[config.mk]
export PLATFORM = sky130hd
export DESIGN_NAME = cpa_accumulator
export DESIGN_NICKNAME = d
export VERILOG_FILES = /design/src/rtl/cpa_accumulator.sv
export SDC_FILE = /design/constraint.sdc
export NUM_CORES = 1
export LEC_CHECK = 0
export ABC_AREA = 1
export BUFFER_PORTS_ARGS = -buffer_cell sky130_fd_sc_hd__buf_2
export CORE_ASPECT_RATIO = 0.6
export CORE_MARGIN = 4
export CORE_UTILIZATION = 50
export DETAILED_ROUTE_END_ITERATION = 16
export HOLD_SLACK_MARGIN = 0.12
export PLACE_DENSITY = 0.7
export SYNTH_ARGS = -nofsm -noshare
export SYNTH_HDL_FRONTEND = slang
export SYNTH_SLANG_ARGS = --single-unit
[constraint.sdc]
create_clock -name clk_i -period 3.2 [get_ports clk_i]
set_input_delay 0.16 -clock clk_i [delete_from_list [all_inputs] [get_ports clk_i]]
set_output_delay 0.16 -clock clk_i [all_outputs]
set_load 0.01 [all_outputs]
[src/rtl/cpa_accumulator.sv]
// cpa_accumulator: resolves redundant sum/carry rows with a CPA, then accumulates
// first/last-framed groups into a signed result behind valid/ready handshakes.
module cpa_accumulator #(
    parameter int WIDTH     = 16,
    parameter int ACC_WIDTH = 40,
    parameter int CNT_WIDTH = 16,
    parameter int SATURATE  = 0
) (
    input  logic                 clk_i,
    input  logic                 rst_i,
    input  logic                 in_valid_i,
    output logic                 in_ready_o,
    input  logic [WIDTH-1:0]     in_sum_i,
    input  logic [WIDTH-1:0]     in_carry_i,
    input  logic                 in_first_i,
    input  logic                 in_last_i,
    output logic                 out_valid_o,
    input  logic                 out_ready_i,
    output logic [ACC_WIDTH-1:0] out_data_o,
    output logic                 out_overflow_o,
    output logic [CNT_WIDTH-1:0] out_count_o
);
    localparam int MSB = ACC_WIDTH - 1;

    logic                 s1_valid, s1_first, s1_last, s2_fire;
    logic [ACC_WIDTH-1:0] s1_p, acc, base, sum, nxt_acc;
    logic [WIDTH-1:0]     p_raw;
    logic                 ovf, of, nxt_ovf;
    logic [CNT_WIDTH-1:0] cnt, nxt_cnt;

    // Last beats wait for the output register; non-last beats never do.
    assign s2_fire    = s1_valid && (!s1_last || !out_valid_o || out_ready_i);
    assign in_ready_o = !s1_valid || s2_fire;
    assign p_raw      = in_sum_i + in_carry_i;

    always_comb begin
        base    = s1_first ? '0 : acc;
        sum     = base + s1_p;
        of      = (base[MSB] == s1_p[MSB]) && (sum[MSB] != base[MSB]);
        nxt_acc = (of && SATURATE != 0) ? {base[MSB], {MSB{!base[MSB]}}} : sum;
        nxt_ovf = (!s1_first && ovf) || of;
        nxt_cnt = s1_first ? CNT_WIDTH'(1) : (&cnt ? cnt : cnt + CNT_WIDTH'(1));
    end

    always_ff @(posedge clk_i) begin
        if (rst_i) begin
            s1_valid       <= 1'b0;
            s1_first       <= 1'b0;
            s1_last        <= 1'b0;
            s1_p           <= '0;
            acc            <= '0;
            ovf            <= 1'b0;
            cnt            <= '0;
            out_valid_o    <= 1'b0;
            out_data_o     <= '0;
            out_overflow_o <= 1'b0;
            out_count_o    <= '0;
        end else begin
            if (in_ready_o)
                s1_valid <= in_valid_i;
            if (in_valid_i && in_ready_o) begin
                s1_p     <= ACC_WIDTH'($signed(p_raw));
                s1_first <= in_first_i;
                s1_last  <= in_last_i;
            end
            if (s2_fire) begin
                acc <= nxt_acc;
                ovf <= nxt_ovf;
                cnt <= nxt_cnt;
            end
            if (s2_fire && s1_last) begin
                out_valid_o    <= 1'b1;
                out_data_o     <= nxt_acc;
                out_overflow_o <= nxt_ovf;
                out_count_o    <= nxt_cnt;
            end else if (out_ready_i) begin
                out_valid_o <= 1'b0;
            end
        end
    end
endmodule

==> summary.txt <==
Critical path
  – Reg2reg end: out_data_o[31]
  – CP Launch Type: register
  – Crit path kind: register to register
  – Reg2reg start: s1_first
  – Slowest CP cell: ha_1
  – Worst reg2reg path depth: 14
  – Critical Path Fanout Max: 42
  – Reg-to-reg slack, setup: 0.38 ns
  – CP Cell Sequence: buf_12 -> nor2_1 -> ha_1 -> nand2_1 -> nor2_1 -> nand2_1 -> nor2_1 -> nand2_1 -> nand3_2 -> nand3_1 -> nand3_1 -> nand3_1 -> nand2_1 -> inv_1
  – CP most frequent cell: nand2_1
  – Crit path DAT: 3.15 ns
  – Required time of the critical path: 3.53 ns
  – Critical path endpoint: out_data_o[31]
  – Crit path from: s1_first
  – CP peak stage delay: 0.42 ns
  – CP endpoint kind: register

CTS
  – CTS tree: built
  – CTS Buf Count: 17
  – Root Buffer: clkbuf_16
  – PostCTS Resize Cnt: 0
  – H-tree Lvls: 4
  – Post CTS Setup Buffer Count: 0
  – Clock Pin Slew Worst Setup and Hold Paths: 0.06 ns
  – Clk_lat worst skew: 0.44 ns
  – Clock sinks: 134
  – Clk buf depth: 2

Power
  – Sw Pwr: 1.60 mW
  – Seq pwr share: 37.0%
  – Internal power: 3.34 mW
  – Clk pwr share: 42.1%
  – Cell Pwr Density: 469 nW/um2
  – VDD IR max: 0.415 mV
  – Switching Share: 32.4%
  – Leak: 5.59 nW
  – Combinational share of power: 20.9%

GRT
  – Global-route wire length before repair: 45500 um
  – Number of antenna violations at the first check in global routing: 0
  – GRT Residual Overflow: 0
  – Pin count of the biggest net entering global routing: 69
  – Grt met1 use: 44.4%
  – Met3 Use GR: 11.2%
  – GR Util All Layers: 27.8%
  – GRT Max-Usage Layer: met1
  – Met2 GRT Util: 34.2%
  – Vias in the first global route: 8455

Synth
  – Top-count cell post-synth: nand2_1
  – Synthesized flop and latch total: 134
  – Sequential share of the synthesized area: 29.3%
  – YS warnings: 0
  – Mapped cell area: 9140 um2
  – Synth cell types: 42
  – Syn nets: 1515
  – Syn Inst Count: 1420
  – FFs w/ async S/R, synth: 0%
  – Synth top area share: 29.3%
  – Syn Area/Cell: 6.44 um2
  – Top_reg_cell synth: dfxtp_1
  – Synth area leaders: dfxtp_1 (29%), nand2_1 (12%), inv_1 (9.6%)
  – Post-synth EDFFs: 0
  – Yosys top cell by area: dfxtp_1
  – Commonest cells in the netlist: nand2_1 (300), inv_1 (234), a21oi_1 (134), dfxtp_1 (134), nor2_1 (133)

Drt
  – Post-route ant nets: 0
  – Total iterations of the first detailed-routing run: 6
  – Vias per inst: 5.37
  – DRT Wirelength: 28400 um
  – DR WL/cell: 16.2 um
  – Via count: 9404
  – Residual DRC: 0
  – DR iter-0 viols: 1076

Hold path
  – Tightest Hold Check Type: primary input to register
  – Worst Hold Path Cells: 4

Layout
  – Post-route cell area: 10500 um2
  – Share of cells above drive strength 1: 11.8%
  – Ant. Diodes: 0
  – Final core utilization: 60.0%
  – Nets: 1599
  – P&R area growth vs syn: 15.1%
  – Final non-filler cell total: 1751

Die
  – # rows: 37
  – Initial Utilization: 52.1%
  – Die Wd: 183 um
  – I/O Pins: 97
  – Die area: 20600 um2
  – Die Ht: 113 um
  – CORE AREA: 17500 um2

STA
  – Slew Limit Fails: 0
  – Min Clock Period, post-route: 2.82 ns
  – Least-Margin Pin Slew: 0.821 ns
  – Clock skew: 0.0166 ns
  – Worst hold margin: 0.154 ns
  – RSZ-0062 raised after global routing: false
  – Final Hold Fails: 0
  – Worst relative slew slack: 45.2%
  – Setup TNS: 0 ns
  – Final period util: 88.0%
  – Setup violations, final: 0
  – F_max: 0.355 GHz

Place
  – # port buffers: 96
  – DP Area: 9850 um2
  – HPWL Detailed: 21300 um
  – DP Cell Count: 1713
  – Gpl congestion: 0.984

Flow run
  – Max Cap Violations: 0

Outcome
  – Status: completed
-- critical path, delay by kind of cell, from the launching register on --
family | cells | cell delay (ns)
flops | 1 | 0.35
fa+ha+maj | 1 | 0.42
simple gates | 11 | 1.62
buf+inv | 2 | 0.29
-- stage by stage --
| step | worst slack, ns | power, mW |
|---|---|---|
| after global routing | 0.193 | 5.17 |
| after global placement | 0.571 | 2.85 |
| after detailed placement | 0.512 | 2.86 |
| final | 0.383 | 4.93 |
| after CTS | 0.479 | 4.94 |
| after floorplan | 0.392 | 2.55 |
-- cell usage in the layout (no fill, tap or decap), drive strengths merged --
master | synthesis | layout
ha | 55 | 55
and2 | 1 | 1
clkinv | 2 | 4
nand4 | 15 | 15
xnor2 | 8 | 8
o31ai | 2 | 2
nand2 | 311 | 311
o211ai | 12 | 12
a31oi | 5 | 5
bufinv | 0 | 2
o21bai | 16 | 16
nor4 | 1 | 1
clkbuf | 28 | 19
a21boi | 6 | 6
nor3 | 10 | 10
nor2 | 145 | 145
buf | 19 | 106
or2 | 3 | 3
a21oi | 136 | 136
a21o | 5 | 5
fa | 2 | 2
xor2 | 23 | 23
nand3 | 94 | 94
nand3b | 8 | 8
o21ai | 110 | 110
dfxtp | 134 | 134
o21a | 29 | 29
inv | 239 | 248
and3 | 1 | 1
dlygate4sd3 | 0 | 6
-- power groups by stage --
| stage | registers [mW] | logic, mW | clock network (mW) |
|---|---|---|---|
| floorplan | 1.87 | 0.685 | 0 |
| global placement | 1.86 | 0.987 | 0 |
| detailed placement | 1.86 | 0.994 | 0 |
| CTS | 1.83 | 1.01 | 2.10 |
| global route | 1.84 | 1.15 | 2.18 |
| finish | 1.83 | 1.03 | 2.08 |
-- final cells by class --
cell class | count | area (um2)
clock buffers | 19 | 453
clock inverters | 13 | 158
fillers | 1694 | 7030
inverters | 241 | 905
multi-input cells | 998 | 5360
flip-flops and latches | 134 | 2680
well taps | 234 | 293
repair buffers | 112 | 666
-- repair_timing --
| action | in CTS | in global routing |
|---|---|---|
| hold endpoints to repair | 5 | 0 |
| endpoints found under the setup margin | 0 | 0 |
| hold buffers | 6 | 0 |
-- cell families (layout without fill, tap and decap cells) --
logic type,Yosys count,count (layout),share of synthesized area (%)
xor gates and xnor gates,31,31,2.97
DFF,134,134,29.3
adders and majority gates,57,57,7.96
AOI/OAI and AO/OA,321,321,19.7
and+or+nand+nor,589,589,28.0
buffers and inverters,288,385,12.0
-- how the worst min path moves through the flow --
stage | slack (ns) | start | end
floorplan | 0.30 | in_last_i | s1_last
global route | 0.19 | in_carry_i[1] | s1_p[1]
CTS | 0.14 | in_carry_i[1] | s1_p[1]
finish | 0.15 | in_carry_i[1] | s1_p[1]
detailed placement | 0.39 | in_last_i | s1_last
global placement | 0.38 | in_last_i | s1_last
-- registers in the layout, indices dropped and copies added (netlist names), 16 cells and up --
signal,cells
acc,40
out_data_o,40
cnt,16
out_count_o,16
s1_p,16
-- per-layer routing --
layer | part of all wire [%] | wire (um)
met1 | 51 | 14600
met2 | 35 | 10000
met3 | 13 | 3660
met4 | 0.67 | 190
met5 | 0 | 0
No activity file was read; power rests on OpenSTA's default activity.
